$ cat src/rtl/proc_alu.sv
// 8-bit registered ALU with persistent carry feeding ADC/SBC.
// Define ALU_SHIFT_EN to build the shift/rotate group; otherwise those opcodes are illegal.
module proc_alu (
  input  logic       clk,
  input  logic       rst_n,
  input  logic [7:0] a,
  input  logic [7:0] b,
  input  logic [4:0] alu,
  output logic [7:0] dout,
  output logic       carry,
  output logic       zero
);

  localparam int unsigned W = 8;

  localparam logic [4:0] OP_ADD   = 5'b00000;
  localparam logic [4:0] OP_SUB   = 5'b00001;
  localparam logic [4:0] OP_ADC   = 5'b00010;
  localparam logic [4:0] OP_SBC   = 5'b00011;
  localparam logic [4:0] OP_INC   = 5'b00100;
  localparam logic [4:0] OP_DEC   = 5'b00101;
  localparam logic [4:0] OP_PASSA = 5'b01000;
  localparam logic [4:0] OP_PASSB = 5'b01001;
  localparam logic [4:0] OP_AND   = 5'b01100;
  localparam logic [4:0] OP_OR    = 5'b01101;
  localparam logic [4:0] OP_XOR   = 5'b01110;
  localparam logic [4:0] OP_NOT   = 5'b01111;
`ifdef ALU_SHIFT_EN
  localparam logic [4:0] OP_SHL   = 5'b10000;
  localparam logic [4:0] OP_SHR   = 5'b10001;
  localparam logic [4:0] OP_ASR   = 5'b10010;
  localparam logic [4:0] OP_ROL   = 5'b10011;
  localparam logic [4:0] OP_ROR   = 5'b10100;
`endif

  logic [W-1:0] dout_nxt;
  logic         carry_nxt;

  // Next result and carry; bit W of the 9-bit sum/difference is carry or borrow.
  always_comb begin
    dout_nxt  = '0;
    carry_nxt = carry;
    case (alu)
      OP_ADD:   {carry_nxt, dout_nxt} = {1'b0, a} + {1'b0, b};
      OP_SUB:   {carry_nxt, dout_nxt} = {1'b0, a} - {1'b0, b};
      OP_ADC:   {carry_nxt, dout_nxt} = {1'b0, a} + {1'b0, b} + (W+1)'(carry);
      OP_SBC:   {carry_nxt, dout_nxt} = {1'b0, a} - {1'b0, b} - (W+1)'(carry);
      OP_INC:   {carry_nxt, dout_nxt} = {1'b0, a} + (W+1)'(1);
      OP_DEC:   {carry_nxt, dout_nxt} = {1'b0, a} - (W+1)'(1);
      OP_PASSA: begin dout_nxt = a;     carry_nxt = 1'b0; end
      OP_PASSB: begin dout_nxt = b;     carry_nxt = 1'b0; end
      OP_AND:   begin dout_nxt = a & b; carry_nxt = 1'b0; end
      OP_OR:    begin dout_nxt = a | b; carry_nxt = 1'b0; end
      OP_XOR:   begin dout_nxt = a ^ b; carry_nxt = 1'b0; end
      OP_NOT:   begin dout_nxt = ~a;    carry_nxt = 1'b0; end
`ifdef ALU_SHIFT_EN
      OP_SHL:   begin dout_nxt = {a[W-2:0], 1'b0};   carry_nxt = a[W-1]; end
      OP_SHR:   begin dout_nxt = {1'b0, a[W-1:1]};   carry_nxt = a[0];   end
      OP_ASR:   begin dout_nxt = {a[W-1], a[W-1:1]}; carry_nxt = a[0];   end
      OP_ROL:   begin dout_nxt = {a[W-2:0], a[W-1]}; carry_nxt = a[W-1]; end
      OP_ROR:   begin dout_nxt = {a[0], a[W-1:1]};   carry_nxt = a[0];   end
`endif
      default: begin
        dout_nxt  = '0;
        carry_nxt = carry;
      end
    endcase
  end

  // Result, carry and zero registers.
  always_ff @(posedge clk or negedge rst_n) begin
    if (!rst_n) begin
      dout  <= '0;
      carry <= 1'b0;
      zero  <= 1'b0;
    end else begin
      dout  <= dout_nxt;
      carry <= carry_nxt;
      zero  <= (dout_nxt == '0);
    end
  end

endmodule

$ cat config.mk
export PLATFORM = sky130hd
export DESIGN_NAME = proc_alu
export DESIGN_NICKNAME = d
export VERILOG_FILES = /design/src/rtl/proc_alu.sv
export SDC_FILE = /design/constraint.sdc
export NUM_CORES = 1
export LEC_CHECK = 0
export CAP_MARGIN = 10
export CORE_ASPECT_RATIO = 1.2
export CORE_MARGIN = 8
export CORE_UTILIZATION = 44
export CTS_CLUSTER_SIZE = 24
export DETAILED_ROUTE_END_ITERATION = 7
export HOLD_SLACK_MARGIN = 0.08
export PLACE_DENSITY = 0.64
export SYNTH_ARGS = -nofsm -noshare
export SYNTH_HDL_FRONTEND = slang
export SYNTH_SLANG_ARGS = --single-unit
$ cat constraint.sdc
create_clock -name clk -period 3.2 [get_ports clk]
set_input_delay 0.8 -clock clk [delete_from_list [all_inputs] [get_ports clk]]
set_output_delay 0.8 -clock clk [all_outputs]
set_load 0.05 [all_outputs]
# [After elaboration in Yosys (flattened, before gate mapping)]
# Index checks and enable logic that the tools add are counted.
# Widths: inputs -> output; s select.
[word_totals] reg_bits=10 inputBits=23 output_inout_bits=10
[classes] add_sub_neg=6 n_eq_ne=11 n_mux=2 bitwise=4 reduce_logical=4
[op_table] cell="$pmux 8 s12" n=1
[op_table] cell="$eq 5x4->1 const B" n=6
[op_table] cell="$eq 5x2->1 const B" n=2
[op_table] cell="$eq 5x3->1 const B" n=2
[op_table] cell="$add 8x1->9 const B" n=1
[op_table] cell="$add 8x8->9" n=1
[op_table] cell="$add 9x1->9" n=1
[op_table] cell="$sub 8x1->9 const B" n=1
[op_table] cell="$sub 8x8->9" n=1
[op_table] cell="$sub 9x1->9" n=1
[op_table] cell="$and 8x8->8" n=1
[op_table] cell="$logic_not 8->1" n=1
[op_table] cell="$not 8->8" n=1
[op_table] cell="$or 8x8->8" n=1
[op_table] cell="$xor 8x8->8" n=1
[op_table] cell="$pmux 1 s7" n=1
[op_table] cell="$reduce_bool 7->1" n=1
[op_table] cell="$reduce_or 6->1" n=1
[op_table] cell="$eq 5x1->1 const B" n=1
[op_table] cell="$logic_not 5->1" n=1

# [Logic depth before layout (Yosys ltp)]
# Gate-level depths: netlist of run 1.
[logic_depth] depth_word=4 ltp_mapped=12 depth_no_buf=12

# [Least setup slack after synthesis of run 1]
# OpenSTA, ideal clock, no wires.
[synth_timing] path_kind="input port to flip-flop" start="input a[5]" end="register zero" setup_ns=0.096 arrival_ns=3.359 required_ns=3.104 setup_slack_ns=-0.254 cell_stages=11 path_buffers=2 path_cell_list="clkbuf_1 -> inv_1 -> ha_1 -> clkbuf_8 -> nor3_1 -> a2111oi_0 -> xnor2_1 -> xor2_1 -> nor2_1 -> or4_4 -> nor4_2"
[synth_between] elab_chain_len=4
[synth_lines] element="start, declared" line="6" source="input logic [7:0] a,"
[synth_lines] element="$sub 8x8->9 / $add 8x8->9 (equally long branches)"
[synth_lines] element="$sub 9x1->9 / $add 9x1->9 (equally long branches)" line="47, 46"
[synth_lines] element="$pmux 8 s12 (*)" line="43" source="case (alu)"
[synth_lines] element="named net dout_nxt[6]" line="36" source="logic [W-1:0] dout_nxt;"
[synth_lines] element="$logic_not 8->1 (*)" line="79" source="zero <= (dout_nxt == '0);"
[synth_lines] element="end signal, assigned" line="79"
[synth_lines] element="end, declared" line="11" source="output logic zero"
# Mark *: on every way through the listed nets, which the timed path passes. The rest lies on a longest branch.
# A chain may end at the register's enable or synchronous reset.

# [Final worst setup path of run 1]
[layout_timing] start="input a[2]" end="register zero"
# Same word-level chain as after synthesis.

==> impl_results.md, run 1 <==
* Total number of vias at 3221
* Power, Total at 1.033 mW
* Cell variety after synth at 73
* Cell area after synthesis at 2597 um2
* Die span in x at 86.14 um
* CTS tree: built
* Count leader, synth: nor2_1
* Clock sink count at 10
* Actual slew at the worst max-slew pin at 0.5764 ns
* CP Launch Type: input port
* CTS buffer count at 3
* Layout cells sized above 1 at 40.86%
* Period minus WS final at 3.337 ns
* Post-synth top area share at 14.45%
* Worst skew pair latency at 0.23 ns
* Vias in the first global route at 3265
* DRC viols at 0
* Final setup fails at 1
* Post-Route WL at 9557 um
* Initial antenna violation count at 0
* Ys async rst share at 100.0%
* Final setup TNS at -0.1367 ns
* Final WS setup at -0.1367 ns
* DRT iter0 DRCs at 146
* Fin Clk Skew at 0.0005197 ns
* P&R area growth vs syn at 61.61%
* Die area at 8628 um2
* Hold buffers post-CTS at 0
* Crit path required time at 3.34 ns
* Synth cell count leaders: 32 x nor2_1, 30 x ha_1, 22 x inv_1
* CTS clk-pin slew, worst paths at 0.04 ns
* CTS root buf: clkbuf_8
* #FFs+latches synth at 10
* Ys flop type: dfrtp_1
* Wire length per cell at 16.86 um
* Cells after Synth at 337
* Syn nets at 392
* DP Wirelength at 7815 um
* GRT Overall Usage at 21.85%
* H-Tree Depth at 1
* Syn Area/Cell at 7.708 um2
* Ant diodes at 0
* Post-route ant nets at 0
* HP Class: reg2reg
* Failing checks: setup timing
* Leakage Power at 1.852 nW
* Die Height at 100.2 um
* RePlAce Congestion at 0.9529
* Port-buffer cells at 32
* Status: complete, but fails checks
* Core footprint at 5668 um2
* Nets at 544
* Global route overflow at 0
* Fin. Hold Viols at 0
* Period Utilization, post-route at 104.3%
* Row count at 30
* Max Cap Viol at 0
* Clock Path Buffers at 2
* Number of flops mapped to enable cells by yosys at 0
* Yosys warnings at 0
* Area leader, netlist: ha_1
* Synth top area cells: ha_1 14%, dfrtp_1 9.6%, nor2_1 4.6%
* Final Slew Violations at 0
* DR vias/cell at 5.681
* Non-Filler Instances at 567
* Post-synthesis sequential area ratio at 9.634%
* Power Dens Cells at 246.1 nW/um2
* Slew HR at 61.43%
* CP endpoint kind: flop
* RSZ-0062 raised after global routing: true
* First-pass GRT wire length at 15280 um
* First-pass DRT Iterations at 5
* Crit path kind: in2reg
* Starting density of the core at 45.83%
* Arrival time of the worst setup path at 3.48 ns
* I/O pins at 33
* Largest net degree at the start of global routing at 13
* Placed cell count at 553
* Maximum vdd ir drop at 0.0001705 V
* Crit-path max FO at 6
* Fmax at 0.2997 GHz
==> metal layers <==
layer | global-route usage [%] | wire (um) | up-vias
met2 | 41.36 | 4957 | 97
met3 | 1.390 | 362 | 17
li1 | - | - | 1554
met4 | 6.622 | 210 | 0
met1 | 25.11 | 4028 | 1553
met5 | 0 | 0 | -
==> logic make-up after synthesis <==
group | count (synthesis) | share of synthesized area (%)
AOI/OAI and AO/OA | 96 | 27.46
xor gates and xnor gates | 22 | 7.996
adders and majority gates | 32 | 15.99
buffers and inverters | 40 | 7.514
DFF | 10 | 9.634
muxes | 6 | 3.035
and+or+nand+nor | 131 | 28.37
==> path summary, 6_finish.rpt <==
kind,slack [ns],cells past startpoint,startpoint,end
worst max-delay path,-0.14,11,a[2],zero
worst min-delay path,0.67,2,carry,carry
worst max register to register,0.61,8,carry,zero
worst min register to register,0.67,2,carry,carry
max in group asynchronous,2.04,1,rst_n,carry
min in group asynchronous,0.87,1,rst_n,dout[2]
==> registers in the layout (all words and copies together) (netlist names) <==
signal  flops
dout        8
carry       1
zero        1
==> per-stage QoR <==
stage | instance area, um2 | utilization [%] | setup slack [ns] | hold slack [ns]
floorplan | 2606 | - | -0.1727 | 0.5044
global placement | 3821 | 67.42 | -0.7843 | 0.6710
detailed placement | 3821 | 67.42 | -0.8943 | 0.6782
CTS | 4096 | 72.27 | -0.2600 | 0.6822
global route | 4198 | 74.06 | -0.2131 | 0.7285
finish | 4198 | 74.06 | -0.1367 | 0.6656
==> cells in the final DEF, fill, tap and decap left out, types with 4 or more instances in the layout <==
cell,n
a211o_1,5
a21oi_1,13
a221oi_1,5
a22oi_1,4
and2_1,4
and3_1,6
buf_4,124
buf_6,8
clkdlybuf4s50_1,20
dfrtp_1,10
dlygate4sd2_1,7
ha_1,18
ha_4,9
inv_1,11
inv_2,11
nand2_1,21
nand3_1,8
nand4_1,4
nor2_1,31
nor2b_1,6
nor3_1,14
nor3b_1,5
o211ai_1,5
o21a_1,4
o21ai_0,13
o21ai_1,5
o22ai_1,4
or3_1,5
xnor2_1,10
xor2_1,8
==> worst max-delay path, stage by stage <==
cell             delay (ns)
clkdlybuf4s15_1        0.23
inv_2                  0.07
ha_4                   0.27
nor2b_4                0.14
o311a_4                0.39
or4_4                  0.41
and3_4                 0.20
xnor2_2                0.15
nor2_1                 0.05
or4_4                  0.52
nor4_2                 0.24
==> final cells by class <==
type                       count  area (um2)
fill                         462        1470
tap                           80       100.1
timing repair buffer         164        1333
clock buffer                   3       41.29
multi-input combinational    287        2385
inverter                      23       88.84
sequential                    10       250.2
==> where the power goes <==
part           switching (mW)  internal [mW]
Sequential            0.00730          0.142
Clock                  0.0419         0.0817
Combinational           0.386          0.374
==> repair_timing <==
item | 4_1_cts | 5_1_grt
pin swaps | 20 | 15
gates resized for setup | 70 | 23
endpoints found under the setup margin | 5 | 4
buffers inserted | 9 | 2
Note: power is estimated with default switching activity, not from simulation.
==> run 2, diff against run 1 <==
- SETUP_SLACK_MARGIN: unset -> 0.4
==> run 2 against run 1 <==
Compared with the run above:
- the flow still finishes with violations (setup timing)
- sequential cell count is the same
- power is 9.4% higher
- register-to-register slack worse by 0.03 ns
- non-clock buffer count increased by 16
- die area unchanged
- highest routed layer unchanged
==> impl_results.md, run 2 (synthesized netlist as in run 1, its figures left out) <==
* I/O pins at 33
* Slew HR at 61.68%
* Power, Total at 1.130 mW
* Finished Core Util at 80.26%
* Top Registers: dout x8, carry x1, zero x1
* Core footprint at 5668 um2
* Post-route ant nets at 0
* Post-Route WL at 10270 um
* Global route overflow at 0
* Period Utilization, post-route at 105.4%
* CTS clk-pin slew, worst paths at 0.04 ns
* Period minus WS final at 3.374 ns
* Port-buffer cells at 32
* Final setup fails at 1
* Crit path required time at 3.34 ns
* Clock Path Buffers at 2
* Die Height at 100.2 um
* P&R area growth vs syn at 75.14%
* Crit-path cells: buf_8 -> ha_4 -> inv_2 -> fa_1 -> inv_2 -> ha_4 -> xor2_1 -> a221o_1 -> or3_4 -> or3_4 -> or3_4 -> nor4_2
* Failing checks: setup timing
* Die area at 8628 um2
* H-Tree Depth at 1
* First-pass DRT Iterations at 7
* Status: complete, but fails checks
* Die span in x at 86.14 um
* HP Class: reg2reg
* Hold buffers post-CTS at 0
* CTS root buf: clkbuf_8
* Clock sink count at 10
* Hold_ws at 0.6790 ns
* CP endpoint kind: flop
* Layout fillers at 381
* Final WS setup at -0.1738 ns
* Most frequent cells in the layout: 134 x buf_4, 29 x nor2_1, 21 x nand2_1, 16 x clkdlybuf4s50_1
* Fin Clk Skew at 0.0003139 ns
* Row count at 30
* RSZ-0062 raised after global routing: true
* Largest register FFs at 8
* GRT Overall Usage at 22.77%
* Crit path kind: in2reg
* Fin. Hold Viols at 0
* DRT iter0 DRCs at 209
* DP Wirelength at 7723 um
* CTS buffer count at 3
* Nets at 560
* Power Dens Cells at 248.3 nW/um2
* Vias in the first global route at 3237
* Starting density of the core at 45.83%
* CP max-delay cell: fa_1
* Maximum vdd ir drop at 0.0001575 V
* CP top delay family: simple AND/OR/NAND/NOR gates
* Worst path bufs/invs at 3
* DR vias/cell at 5.720
* RePlAce Congestion at 0.9275
* Commonest non-fill, non-tap cell in the layout: buf_4
* Total number of vias at 3335
* Actual slew at the worst max-slew pin at 0.5727 ns
* Initial antenna violation count at 0
* Largest Register: dout
* Leakage Power at 1.990 nW
* Max Cap Viol at 0
* Ant diodes at 0
* Most frequent cell on the critical path: or3_4
* Crit-path max FO at 4
* Largest net degree at the start of global routing at 15
* Layout cells sized above 1 at 48.31%
* Wire length per cell at 17.61 um
* Arrival time of the worst setup path at 3.51 ns
* CTS tree: built
* Fmax at 0.2964 GHz
* DRC viols at 0
* Crit path largest cell delay at 0.56 ns
* CP Launch Type: input port
* Final Slew Violations at 0
* First-pass GRT wire length at 15730 um
* Worst skew pair latency at 0.23 ns
[run 2: cell count changes in the layout (fill, tap and decap cells not counted), sizes merged]
cell	before	now
dlygate4sd2	7	10
buf	136	153
clkdlybuf4s50	20	16
[run 2: layout make-up]
type / count / area [um2] / share of cell area (%)
clock buffers: 3 / 41.29 / 0.9076
inverters: 23 / 96.34 / 2.118
multi-input cells: 287 / 2566 / 56.41
flip-flops and latches: 10 / 250.2 / 5.501
well taps: 80 / 100.1 / 2.200
repair buffers: 180 / 1495 / 32.87
[run 2: timing repair]
action / CTS / global route
buffers inserted: 12 / 12
resized for setup: 102 / 27
endpoints found under the hold margin: 0 / 0
pin swaps: 27 / 22
endpoints found under the setup margin: 10 / 7
[run 2: worst paths after layout]
check	startpoint	end	slack (ns)	cells past startpoint
hold / removal	carry	carry	0.68	2
hold reg to reg	carry	carry	0.68	2
setup reg to reg	carry	zero	0.58	8
max in group asynchronous	rst_n	carry	2.03	1
setup / recovery	a[0]	zero	-0.17	12
min in group asynchronous	rst_n	dout[1]	0.87	1
[run 2: per-layer routing]
layer  vias up  GRT usage, %  share of wire [%]  wire length, um
li1       1593             -                  -                -
met1      1592         26.30                 40             4074
met2       127         41.72                 52             5357
met3        23         2.780                5.7              585
met4         0         7.432                2.4              250
met5         -             0                  0                0
[run 2: metrics by stage]
step | setup WS [ns] | TNS [ns] | std cells | cell area [um2]
after floorplan | -0.1641 | -0.1641 | 337 | 2698
after global routing | -0.2223 | -0.2223 | 583 | 4549
after detailed placement | -0.9270 | -3.690 | 556 | 3931
final | -0.1738 | -0.1738 | 583 | 4549
after CTS | -0.2224 | -0.2224 | 571 | 4332
after global placement | -0.7953 | -2.895 | 556 | 3931
[run 2: power by group]
part           internal, mW  total (mW)  leakage [nW]  switching, mW
logic                 0.428       0.853          1.84          0.425
registers             0.142       0.148         0.128        0.00687
clock network        0.0821       0.128        0.0216         0.0458
total                 0.652        1.13          1.99          0.478
[run 2: tightest hold or removal path: cells and delay by family, from the launching register on]
kind / cells / cell delay (ns)
and+or+nand+nor: 1 / 0.14
DFF: 1 / 0.45
AOI/OAI and AO/OA: 1 / 0.05
